==> src/rtl/dmem_lsu.sv <==
// dmem_lsu: single-outstanding load/store unit bridging the execute stage to the dmem port.
// Revision 1.0
`default_nettype none

module dmem_lsu #(
   parameter int p_ADDR_BITS = 32,
   parameter int p_DATA_BITS = 32,
   parameter int p_STRB_BITS = p_DATA_BITS / 8
) (
   input  logic                   clk,
   input  logic                   rst,
   input  logic                   req_valid,
   output logic                   req_ready,
   input  logic                   req_cmd,
   input  logic [1:0]             req_size,
   input  logic                   req_unsigned,
   input  logic [p_ADDR_BITS-1:0] req_addr,
   input  logic [p_DATA_BITS-1:0] req_wdata,
   output logic                   rsp_valid,
   output logic [p_DATA_BITS-1:0] rsp_rdata,
   output logic                   rsp_err,
   output logic [p_ADDR_BITS-1:0] mem_addr,
   output logic                   mem_cmd,
   output logic [1:0]             mem_size,
   output logic                   mem_valid,
   input  logic                   mem_ready,
   input  logic                   mem_r_valid,
   output logic                   mem_r_ready,
   input  logic [p_DATA_BITS-1:0] mem_r_data,
   output logic                   mem_w_valid,
   input  logic                   mem_w_ready,
   output logic [p_STRB_BITS-1:0] mem_w_strb,
   output logic [p_DATA_BITS-1:0] mem_w_data
);

   localparam logic [1:0] ST_IDLE  = 2'd0;
   localparam logic [1:0] ST_CMD   = 2'd1;
   localparam logic [1:0] ST_RDATA = 2'd2;
   localparam logic [1:0] ST_RESP  = 2'd3;

   logic [1:0]             r_state;
   logic                   r_cmd;
   logic [1:0]             r_size;
   logic                   r_uns;
   logic [p_ADDR_BITS-1:0] r_addr;
   logic [p_DATA_BITS-1:0] r_wdata;
   logic                   r_cmd_acc;
   logic                   r_w_acc;
   logic [p_DATA_BITS-1:0] r_rsp_rdata;
   logic                   r_rsp_err;

   logic                   w_req_illegal;
   logic [4:0]             w_shamt;
   logic [p_DATA_BITS-1:0] w_rshift;
   logic [p_DATA_BITS-1:0] w_load_ext;
   logic [p_STRB_BITS-1:0] w_strb;
   logic                   w_cmd_hs;
   logic                   w_wr_hs;
   logic                   w_store_done;

   assign w_req_illegal = (req_size == 2'd3) ||
                          ((req_size == 2'd1) && req_addr[0]) ||
                          ((req_size == 2'd2) && (req_addr[1:0] != 2'b00));

   assign w_shamt  = {r_addr[1:0], 3'b000};
   assign w_rshift = mem_r_data >> w_shamt;

   always_comb begin
      w_load_ext = w_rshift;
      case (r_size)
         2'd0:    w_load_ext = {{(p_DATA_BITS-8){~r_uns & w_rshift[7]}}, w_rshift[7:0]};
         2'd1:    w_load_ext = {{(p_DATA_BITS-16){~r_uns & w_rshift[15]}}, w_rshift[15:0]};
         default: w_load_ext = w_rshift;
      endcase
   end

   always_comb begin
      w_strb = '1;
      case (r_size)
         2'd0:    w_strb = {{(p_STRB_BITS-1){1'b0}}, 1'b1} << r_addr[1:0];
         2'd1:    w_strb = {{(p_STRB_BITS-2){1'b0}}, 2'b11} << r_addr[1:0];
         default: w_strb = '1;
      endcase
   end

   assign req_ready   = (r_state == ST_IDLE);
   assign rsp_valid   = (r_state == ST_RESP);
   assign rsp_rdata   = r_rsp_rdata;
   assign rsp_err     = r_rsp_err;
   assign mem_addr    = {r_addr[p_ADDR_BITS-1:2], 2'b00};
   assign mem_cmd     = r_cmd;
   assign mem_size    = r_size;
   assign mem_valid   = (r_state == ST_CMD) && !r_cmd_acc;
   assign mem_w_valid = (r_state == ST_CMD) && r_cmd && !r_w_acc;
   assign mem_r_ready = !r_cmd && ((r_state == ST_CMD) || (r_state == ST_RDATA));
   assign mem_w_strb  = r_cmd ? w_strb : '0;
   assign mem_w_data  = r_cmd ? (r_wdata << w_shamt) : '0;

   // Command and write-data channels may complete in either order; the store finishes once both have.
   assign w_cmd_hs     = mem_valid && mem_ready;
   assign w_wr_hs      = mem_w_valid && mem_w_ready;
   assign w_store_done = (r_cmd_acc || w_cmd_hs) && (r_w_acc || w_wr_hs);

   always_ff @(posedge clk or negedge rst) begin
      if (!rst) begin
         r_state     <= ST_IDLE;
         r_cmd       <= 1'b0;
         r_size      <= 2'd0;
         r_uns       <= 1'b0;
         r_addr      <= '0;
         r_wdata     <= '0;
         r_cmd_acc   <= 1'b0;
         r_w_acc     <= 1'b0;
         r_rsp_rdata <= '0;
         r_rsp_err   <= 1'b0;
      end else begin
         case (r_state)
            ST_IDLE: begin
               if (req_valid) begin
                  r_cmd     <= req_cmd;
                  r_size    <= req_size;
                  r_uns     <= req_unsigned;
                  r_addr    <= req_addr;
                  r_wdata   <= req_wdata;
                  r_cmd_acc <= 1'b0;
                  r_w_acc   <= 1'b0;
                  if (w_req_illegal) begin
                     r_rsp_err   <= 1'b1;
                     r_rsp_rdata <= '0;
                     r_state     <= ST_RESP;
                  end else begin
                     r_state <= ST_CMD;
                  end
               end
            end
            ST_CMD: begin
               if (r_cmd) begin
                  if (w_store_done) begin
                     r_rsp_err   <= 1'b0;
                     r_rsp_rdata <= '0;
                     r_state     <= ST_RESP;
                  end else begin
                     if (w_cmd_hs) r_cmd_acc <= 1'b1;
                     if (w_wr_hs)  r_w_acc   <= 1'b1;
                  end
               end else if (w_cmd_hs) begin
                  if (mem_r_valid) begin
                     r_rsp_err   <= 1'b0;
                     r_rsp_rdata <= w_load_ext;
                     r_state     <= ST_RESP;
                  end else begin
                     r_state <= ST_RDATA;
                  end
               end
            end
            ST_RDATA: begin
               if (mem_r_valid) begin
                  r_rsp_err   <= 1'b0;
                  r_rsp_rdata <= w_load_ext;
                  r_state     <= ST_RESP;
               end
            end
            ST_RESP: r_state <= ST_IDLE;
            default: r_state <= ST_IDLE;
         endcase
      end
   end

endmodule

`default_nettype wire

==> config.mk <==
export PLATFORM = sky130hd
export DESIGN_NAME = dmem_lsu
export DESIGN_NICKNAME = d
export VERILOG_FILES = /design/src/rtl/dmem_lsu.sv
export SDC_FILE = /design/constraint.sdc
export NUM_CORES = 1
export LEC_CHECK = 0
export ABC_AREA = 1
export CAP_MARGIN = 30
export CORE_MARGIN = 4
export CORE_UTILIZATION = 38
export DETAILED_ROUTE_END_ITERATION = 10
export HOLD_SLACK_MARGIN = 0.1
export PLACE_DENSITY = 0.65
export SLEW_MARGIN = 25
export SYNTH_ARGS = -nofsm -noshare
export SYNTH_HDL_FRONTEND = slang
export SYNTH_SLANG_ARGS = --single-unit
==> constraint.sdc <==
create_clock -name clk -period 2 [get_ports clk]
set_clock_uncertainty 0.1 [all_clocks]
set_input_delay 0.3 -clock clk [delete_from_list [all_inputs] [get_ports clk]]
set_output_delay 0.3 -clock clk [all_outputs]
set_load 0.1 [all_outputs]
==> flow_summary_export.csv <==
group,metric,value,unit
status,status,"finished with violations",
status,violations,"setup timing",
yosys,seq_area_frac_synth,0.4274,
placement,dp_cells,1161,
yosys,yosys_warnings,0,
setup_path,worstPathRequired,1.60,ns
finish,fin_cells,1219,
route,wl_per_cell,17.13,um
sta,fmax,0.4732,GHz
route,drtIter0Drc,420,
finish,fin_nets,1108,
sta,hold_viol_final,0,
yosys,ys.flop_type,"dfrtp_1",
clock_tree,clk_path_buf_depth,2,
grt,grt-ovfl-total,0,
route,firstDrtPassIters,4,
sta,worst_pin_slew,0.5216,ns
floorplanning,die_w,135.2,um
route,wirelength,20880,um
grt,grt_max_degree,43,
grt,antenna_found_initial,0,
finish,area_delta_synth_final,69.33,%
finish,fillers,1319,
finish,seq_area,2643,um2
clock_tree,htreeDepth,3,
yosys,synth_edf_count,0,
yosys,synth_seq_cells,105,
clock_tree,cts_tree,"yes",
route,avgViaCountPerCell,4.951,
finish,final_util,0.6552,
clock_tree,clkSlewWorstSetupHoldPaths,0.08,ns
setup_path,crit_arrival,1.71,ns
sta,period_needed,2.113,ns
yosys,synthTopCellsByCount,"233 x nand2_1, 105 x dfrtp_1, 93 x nor2_1",
clock_tree,clock_sinks,105,
setup_path,critPathLaunchType,"flop",
sta,maxSlewViolCount,0,
floorplanning,core,15890,um2
min_path,hp-class,"primary input to asynchronous set/reset pin",
floorplanning,initial_utilization,0.3870,
sta,setup_viol,36,
placement,portBuffers,212,
grt,first_global_vias,5824,
sta,setup-tns-final,-2.088,ns
sta,period_share,1.057,
finish,layout-drive-gt1-share,0.3470,
floorplanning,die_area,18280,um2
route,antenna_left,0,
yosys,synth.distinct_cells,32,
yosys,synth_cells,787,
yosys,syn_area_per_cell,7.811,um2
route,dr_total_vias,6035,
finish,multi_input_area,3710,um2
yosys,synth_area,6147,um2
setup_path,path_class,"flop to output port",
sta,slew_headroom,0.6522,
yosys,yosysTopAreaCell,"dfrtp_1",
floorplanning,rows,46,
placement,hpwl,13960,um
grt,track_usage,0.2142,
placement,dpl_cell_area,9269,um2
floorplanning,dieHeight,135.2,um
grt,grt_pass1_wl,30700,um
yosys,async_reset_ff_frac,1.000,
finish,final_area,10410,um2
yosys,yosysMostFrequentCell,"nand2_1",
flow_run,drv_cap,0,
setup_path,crit_path_end_kind,"output port",
placement,routabilityCongestion,0.8667,
route,route.detailed.drc,0,
setup_path,crit_fanout,9,
clock_tree,clock_latency,0.36,ns
sta,rsz0062_at_grt,"true",
clock_tree,root_buffer,"clkbuf_16",
sta,finalWorstSetupSlack,-0.1131,ns
yosys,synth_area_leaders,"dfrtp_1 43%, nand2_1 14%, mux2_2 8.6%, nor2_1 5.7%, o21ai_0 5.5%",
clock_tree,cts_buffers,9,
yosys,synth_top_area_frac,0.4274,
floorplanning,num_io_pins,215,
finish,num_antenna_cells,0,
[worst paths after layout]
path                             endpoint         from  depth (start not counted)  slack, ns
setup / recovery           mem_w_data[26]    r_addr[0]                          5      -0.11
hold / removal               rsp_rdata[1]          rst                          2       0.33
setup reg to reg             rsp_rdata[3]   r_state[0]                         12       0.09
hold reg to reg                r_addr[16]   r_addr[16]                          1       0.41
max in group asynchronous       r_addr[8]          rst                          3       0.85
min in group clk            rsp_rdata[18]  mem_r_valid                          4       0.38
[stage by stage]
step	worst slack, ns	hold slack, ns
after floorplan	-0.3779	-0.09559
after global placement	0.01448	0.2036
after detailed placement	-0.07234	0.2025
after CTS	-0.1013	0.3491
after global routing	-0.1549	0.3659
final	-0.1131	0.3305
[worst max-delay path, stage by stage, from the launching register on]
cell and delay [ns]:
dfrtp_4 0.50, buf_12 0.16, clkbuf_16 0.17, o21ai_4 0.23, o22ai_4 0.11, buf_12 0.17
[flip-flops by register name (all words and copies together) (netlist names)]
name / cells
r_addr: 32
r_uns: 1
rsp_err: 1
mem_cmd: 1
r_cmd_acc: 1
r_state: 2
mem_size: 2
r_w_acc: 1
r_wdata: 32
rsp_rdata: 32
[layer usage]
metal	vias to the layer above	wire length, um	track usage
met5	-	0	0
met4	0	435	0.05991
met3	25	1793	0.07058
met2	199	10190	0.3675
met1	2865	8461	0.2579
li1	2946	-	-
[cell families (layout without fill, tap and decap cells)]
kind of cell,Yosys count,after routing,share of synthesized area
buf+inv,129,337,0.1093
compound gates,135,135,0.1217
fa+ha+maj,4,4,0.008142
mux,47,47,0.08610
flops,105,105,0.4274
simple gates,366,373,0.2467
other cells,1,2,0.0006100
[repair_timing]
item,4_1_cts,5_1_grt
setup buffers,13,12
pin swaps,5,32
resized for setup,35,57
hold buffers,1,0
gates cloned,5,11
endpoints found under the setup margin,54,73
endpoints found under the hold margin,33,0
[cell usage in the layout, fill, tap and decap left out, types with 19 or more instances in the layout]
cell and instances:
o21ai_0 40, o21ai_1 19, nand2_1 214, mux2_2 47
buf_12 66, nand3_1 20, clkdlybuf4s50_1 103, nor2_1 72
buf_4 84, a21oi_1 31, inv_1 45, nor2_4 22
dfrtp_1 99
[area by class of cell]
cell class	instances	area share
Clock buffer	9	0.02164
Clock inverter	7	0.006852
Inverter	52	0.02104
Multi-Input combinational cell	561	0.3564
Sequential cell	105	0.2539
Tap cell	216	0.02596
Timing Repair Buffer	268	0.3131
Timing Repair inverter	1	0.001082
Power is left out: the tool's default activity adds up to more than one toggle a clock period on the data nets, which glitch-free logic cannot reach.
